### config.mk
export PLATFORM = sky130hd
export DESIGN_NAME = inst_fetch_unit
export DESIGN_NICKNAME = d
export VERILOG_FILES = /design/src/rtl/inst_fetch_unit.sv
export SDC_FILE = /design/constraint.sdc
export NUM_CORES = 1
export LEC_CHECK = 0
export ABC_AREA = 0
export CORE_MARGIN = 1.5
export CORE_UTILIZATION = 40
export DETAILED_ROUTE_END_ITERATION = 8
export PLACE_DENSITY_LB_ADDON = 0.25
export SLEW_MARGIN = 20
export SYNTH_ARGS = -nofsm -noshare
export SYNTH_HDL_FRONTEND = slang
export SYNTH_SLANG_ARGS = --single-unit
### constraint.sdc
create_clock -name clk -period 2.85 [get_ports clk]
set_clock_uncertainty 0.15 [all_clocks]
set_input_delay 0.7125 -clock clk [delete_from_list [all_inputs] [get_ports clk]]
set_output_delay 0.7125 -clock clk [all_outputs]
set_load 0.1 [all_outputs]
### src/rtl/inst_fetch_unit.sv
// Fetch stage: owns the PC, drives the 128x9 instruction memory and
// hands tagged instructions to decode through a 2-entry buffer.
module inst_fetch_unit #(
  parameter logic [6:0] START_ADDR = 7'd0,
  parameter logic [8:0] HALT_WORD  = 9'h1FF
) (
  input  logic       clk,
  input  logic       reset,
  output logic [6:0] mem_addr,
  output logic       mem_we,
  output logic [8:0] mem_wdata,
  input  logic [8:0] mem_rdata,
  input  logic       load_valid,
  input  logic [6:0] load_addr,
  input  logic [8:0] load_data,
  input  logic       start,
  input  logic       branch_valid,
  input  logic [6:0] branch_target,
  output logic       out_valid,
  input  logic       out_ready,
  output logic [8:0] out_instr,
  output logic [6:0] out_pc,
  output logic       halted
);

  typedef enum logic [1:0] {
    IDLE,
    RUN,
    HALTED
  } state_t;

  typedef struct packed {
    logic [6:0] pc;
    logic [8:0] instr;
  } fetch_t;

  state_t     state;
  logic [6:0] pc;
  logic [6:0] tag;
  logic       inflight;
  fetch_t     fifo [2];
  logic       head;
  logic [1:0] count;

  logic       pop;
  logic       push;
  logic       issue;
  logic       flush;
  logic       halt_hit;
  logic [1:0] occ;

  always_comb begin
    out_valid = (count != 2'd0);
    pop       = out_valid & out_ready;
    occ       = count + {1'b0, inflight};
    issue     = (state == RUN) && !branch_valid &&
                ((occ < 2'd2) || pop);
    // responses are only kept while running and not redirected
    push      = (state == RUN) && inflight && !branch_valid;
    halt_hit  = push && (mem_rdata == HALT_WORD);
    flush     = ((state == RUN) && branch_valid) ||
                ((state == HALTED) && start);
  end

  always_comb begin
    mem_we    = (state == IDLE) && load_valid;
    mem_addr  = mem_we ? load_addr : pc;
    mem_wdata = mem_we ? load_data : 9'd0;
    out_instr = out_valid ? fifo[head].instr : 9'd0;
    out_pc    = out_valid ? fifo[head].pc : 7'd0;
    halted    = (state == HALTED);
  end

  always_ff @(posedge clk) begin
    if (reset) begin
      state    <= IDLE;
      pc       <= START_ADDR;
      tag      <= 7'd0;
      inflight <= 1'b0;
      head     <= 1'b0;
      count    <= 2'd0;
      for (int i = 0; i < 2; i++) fifo[i] <= '0;
    end else begin
      inflight <= issue;
      if (issue) begin
        tag <= pc;
        pc  <= pc + 7'd1;
      end
      unique case (state)
        IDLE: begin
          if (!load_valid && start) begin
            state <= RUN;
            pc    <= START_ADDR;
          end
        end
        RUN: begin
          if (branch_valid) pc <= branch_target;
          else if (halt_hit) state <= HALTED;
        end
        HALTED: begin
          if (start) begin
            state <= RUN;
            pc    <= START_ADDR;
          end
        end
        default: state <= IDLE;
      endcase
      if (flush) begin
        count <= 2'd0;
        head  <= 1'b0;
      end else begin
        // push never meets a full buffer: issue rule bounds occupancy
        if (push) fifo[head ^ count[0]] <= '{pc: tag, instr: mem_rdata};
        count <= count + {1'b0, push} - {1'b0, pop};
        head  <= head ^ pop;
      end
    end
  end

endmodule

==> results.yml, run 1 <==
grt:
  track_usage_pct: 17.3
  grt_first_pass_wirelength_mm: 9.80
  grt_max_degree: 19
  first_global_vias: 2125
  antenna_found_initial: 0
  globalRouteOverflowTotal: 0
final_layout:
  antenna_cells: 0
  fillers: 499
  ff_latch_area_sq_um: 1360
  syn_to_final_growth_pct: 53.1
  multiInputGateArea_sq_um: 1280
  fin_nets: 365
  drive_gt1_share_pct: 27.4
cts:
  cts_buffer_depth: 2
  cts-htree-levels: 2
  cts_root_buf: "clkbuf_8"
  cts_sinks: 52
  clock_latency_ns: 0.30
  cts_tree: "built"
  clk_pin_slew_ns: 0.09
  cts_buffers: 5
power_and_ir_drop:
  powerDensity_nw_per_um2: 489
  total_power_mw: 1.96
  vdd_ir_drop_max_mv: 0.354
  leakage_nw: 1.52
hold_path:
  hold_class: "reg -> reg"
timing:
  whs_ns: 0.356
  tightest_slew_ns: 0.410
  tns_ns: 0
  relSlewSlack_pct: 72.7
  max_freq_ghz: 0.379
  setup_violations: 0
  hold_violations: 0
  period_share_pct: 92.7
  rsz0062_at_grt: "false"
  fin_crit_ns: 2.64
  slew_viol_final: 0
synthesis:
  syn_nets: 281
  synth_cell_types: 36
  netlist_instances: 240
  yosys_register_bits: 52
  syn_area_per_cell_sq_um: 10.9
  yosysWarnings: 0
  ys_seq_area_share_pct: 51.8
  netlist_area_sq_um: 2630
route:
  drt_first_pass_iters: 4
  avgViaCountPerCell: 5.14
  vias: 2067
  wl_per_cell_um: 14.7
  routed_wl_mm: 5.93
  final_antenna_net_count: 0
  first_iter_violations: 114
  route.detailed.drc: 0
worst_setup_path:
  cp-end-kind: "output pin"
  worstPathArrival_ns: 1.78
  crit_path_max_fanout: 8
  cp.required_ns: 1.99
  crit_path_start_kind: "primary input"
  path_class: "in -> out"
floorplan:
  die_w_um: 84.0
  die_area_sq_um: 7060
  initial_utilization_pct: 41.4
  core_sq_um: 6350
  fp-row-count: 29
  num_io_pins: 73
  die_h_um: 84.0
place:
  io_buffers: 72
  gp_congestion: 0.793
  dpl.hpwl_mm: 4.51
run:
  max-cap-violations: 0
outcome:
  status: "complete, no violations"
## kinds of logic (layout without fill, tap and decap cells)
kind of cell    after synthesis  after routing  synth area share [%]
fa+ha+maj                     3              3                  1.43
xor+xnor                      6              6                  2.00
flops                        52             52                  51.8
buf+inv                      12             97                  2.10
simple gates                118            118                  25.4
compound gates               18             18                  5.10
mux                          31             31                  12.1
## registers in the layout, indices dropped and copies added, names as in the netlist
register and cells:
fifo 32, inflight 1, state 2, pc 7
tag 7, count 2, head 1
## power breakdown
group | switching (mW) | internal [mW] | leakage [nW]
combinational | 0.436 | 0.280 | 0.980
sequential | 0.0190 | 0.821 | 0.492
clock | 0.237 | 0.171 | 0.0441
## cell type report
type,count,area share [%]
inverters,3,0.280
clock inverters,3,0.467
multi-input cells,176,31.9
clock buffers,5,1.71
repair buffers,86,29.4
flip-flops and latches,52,33.9
well taps,77,2.40
## through the flow
| stage | setup slack [ns] | cells | area (sq um) | util [%] |
|---|---|---|---|---|
| 2_1_floorplan | 0.0230 | 240 | 2680 | - |
| 3_3_place_gp | -0.0313 | 394 | 3900 | 61.4 |
| 3_5_place_dp | -0.0611 | 394 | 3900 | 61.4 |
| 4_1_cts | 0.204 | 402 | 4020 | 63.3 |
| 5_1_grt | 0.164 | 402 | 4020 | 63.3 |
| 6_report | 0.209 | 402 | 4020 | 63.3 |
## repair_timing
action / CTS / global route
hold buffers: 0 / 0
gates resized for setup: 10 / 0
buffers inserted: 0 / 0
endpoints found under the setup margin: 16 / 0
## cells in the final DEF, fill, tap and decap left out, types with 6 or more instances in the layout
cell type        instances
a21oi_1                  7
and2_1                  33
and2_4                   9
buf_12                  35
buf_4                   12
clkdlybuf4s50_1         36
dfxtp_1                 20
edfxtp_1                32
mux2_4                   7
mux2i_1                 24
nand2_1                 16
nand3_1                  6
nor2_1                  18
nor2_2                   9
## cell usage after synthesis
cell type / n / area share [%]
nor3b_2: 2 / 0.95
edfxtp_1: 32 / 37
and4bb_2: 1 / 0.48
nor4bb_1: 1 / 0.38
nand4bb_1: 1 / 0.43
nor2_1: 27 / 3.9
a2111oi_4: 1 / 1.0
and4_1: 1 / 0.33
o21ai_0: 3 / 0.57
clkbuf_1: 6 / 0.86
nand4b_1: 3 / 1.0
mux2i_1: 24 / 9.1
xnor2_1: 5 / 1.7
or4_1: 1 / 0.29
a21oi_1: 7 / 1.3
nand2b_1: 3 / 0.71
ha_1: 3 / 1.4
nand2_1: 16 / 2.3
nor2b_1: 5 / 1.2
inv_1: 3 / 0.43
a31oi_1: 1 / 0.24
nand4_1: 3 / 0.71
and2_1: 42 / 10
a21o_1: 1 / 0.29
nor3b_1: 1 / 0.29
nand3_1: 6 / 1.1
xor2_1: 1 / 0.33
buf_6: 1 / 0.43
buf_2: 2 / 0.38
o2111ai_1: 4 / 1.3
a211oi_1: 1 / 0.29
dfxtp_1: 20 / 15
mux2_2: 7 / 3.0
and3_1: 2 / 0.48
nor3_2: 1 / 0.38
or2_2: 2 / 0.48
## worst paths after layout
check	from	depth (start not counted)	slack (ns)	end
worst max-delay path	load_valid	6	0.21	mem_addr[0]
worst min register to register	tag[0]	2	0.36	tag[0]
worst min-delay path	tag[0]	2	0.36	tag[0]
worst max register to register	state[0]	8	0.81	count[1]
## per-layer routing
layer  share of wire, %  GRT usage (%)
met5                  0              0
met2                 48           29.7
met3                7.7           5.44
met1                 42           20.7
met4                1.8           5.07
## critical path, cell delays in order
cell and delay (ns):
dlygate4sd2_1 0.19, nand2b_1 0.06, nor2_1 0.13, buf_6 0.18, mux2_4 0.34, buf_12 0.17
Power figures use the tool's default switching activity.
==> run 2: changes to the inputs <==
SLEW_MARGIN = 10   (was 20)
==> results of run 2 <==
Same layout as run 1: the final DEF is identical, and so are final timing and power.
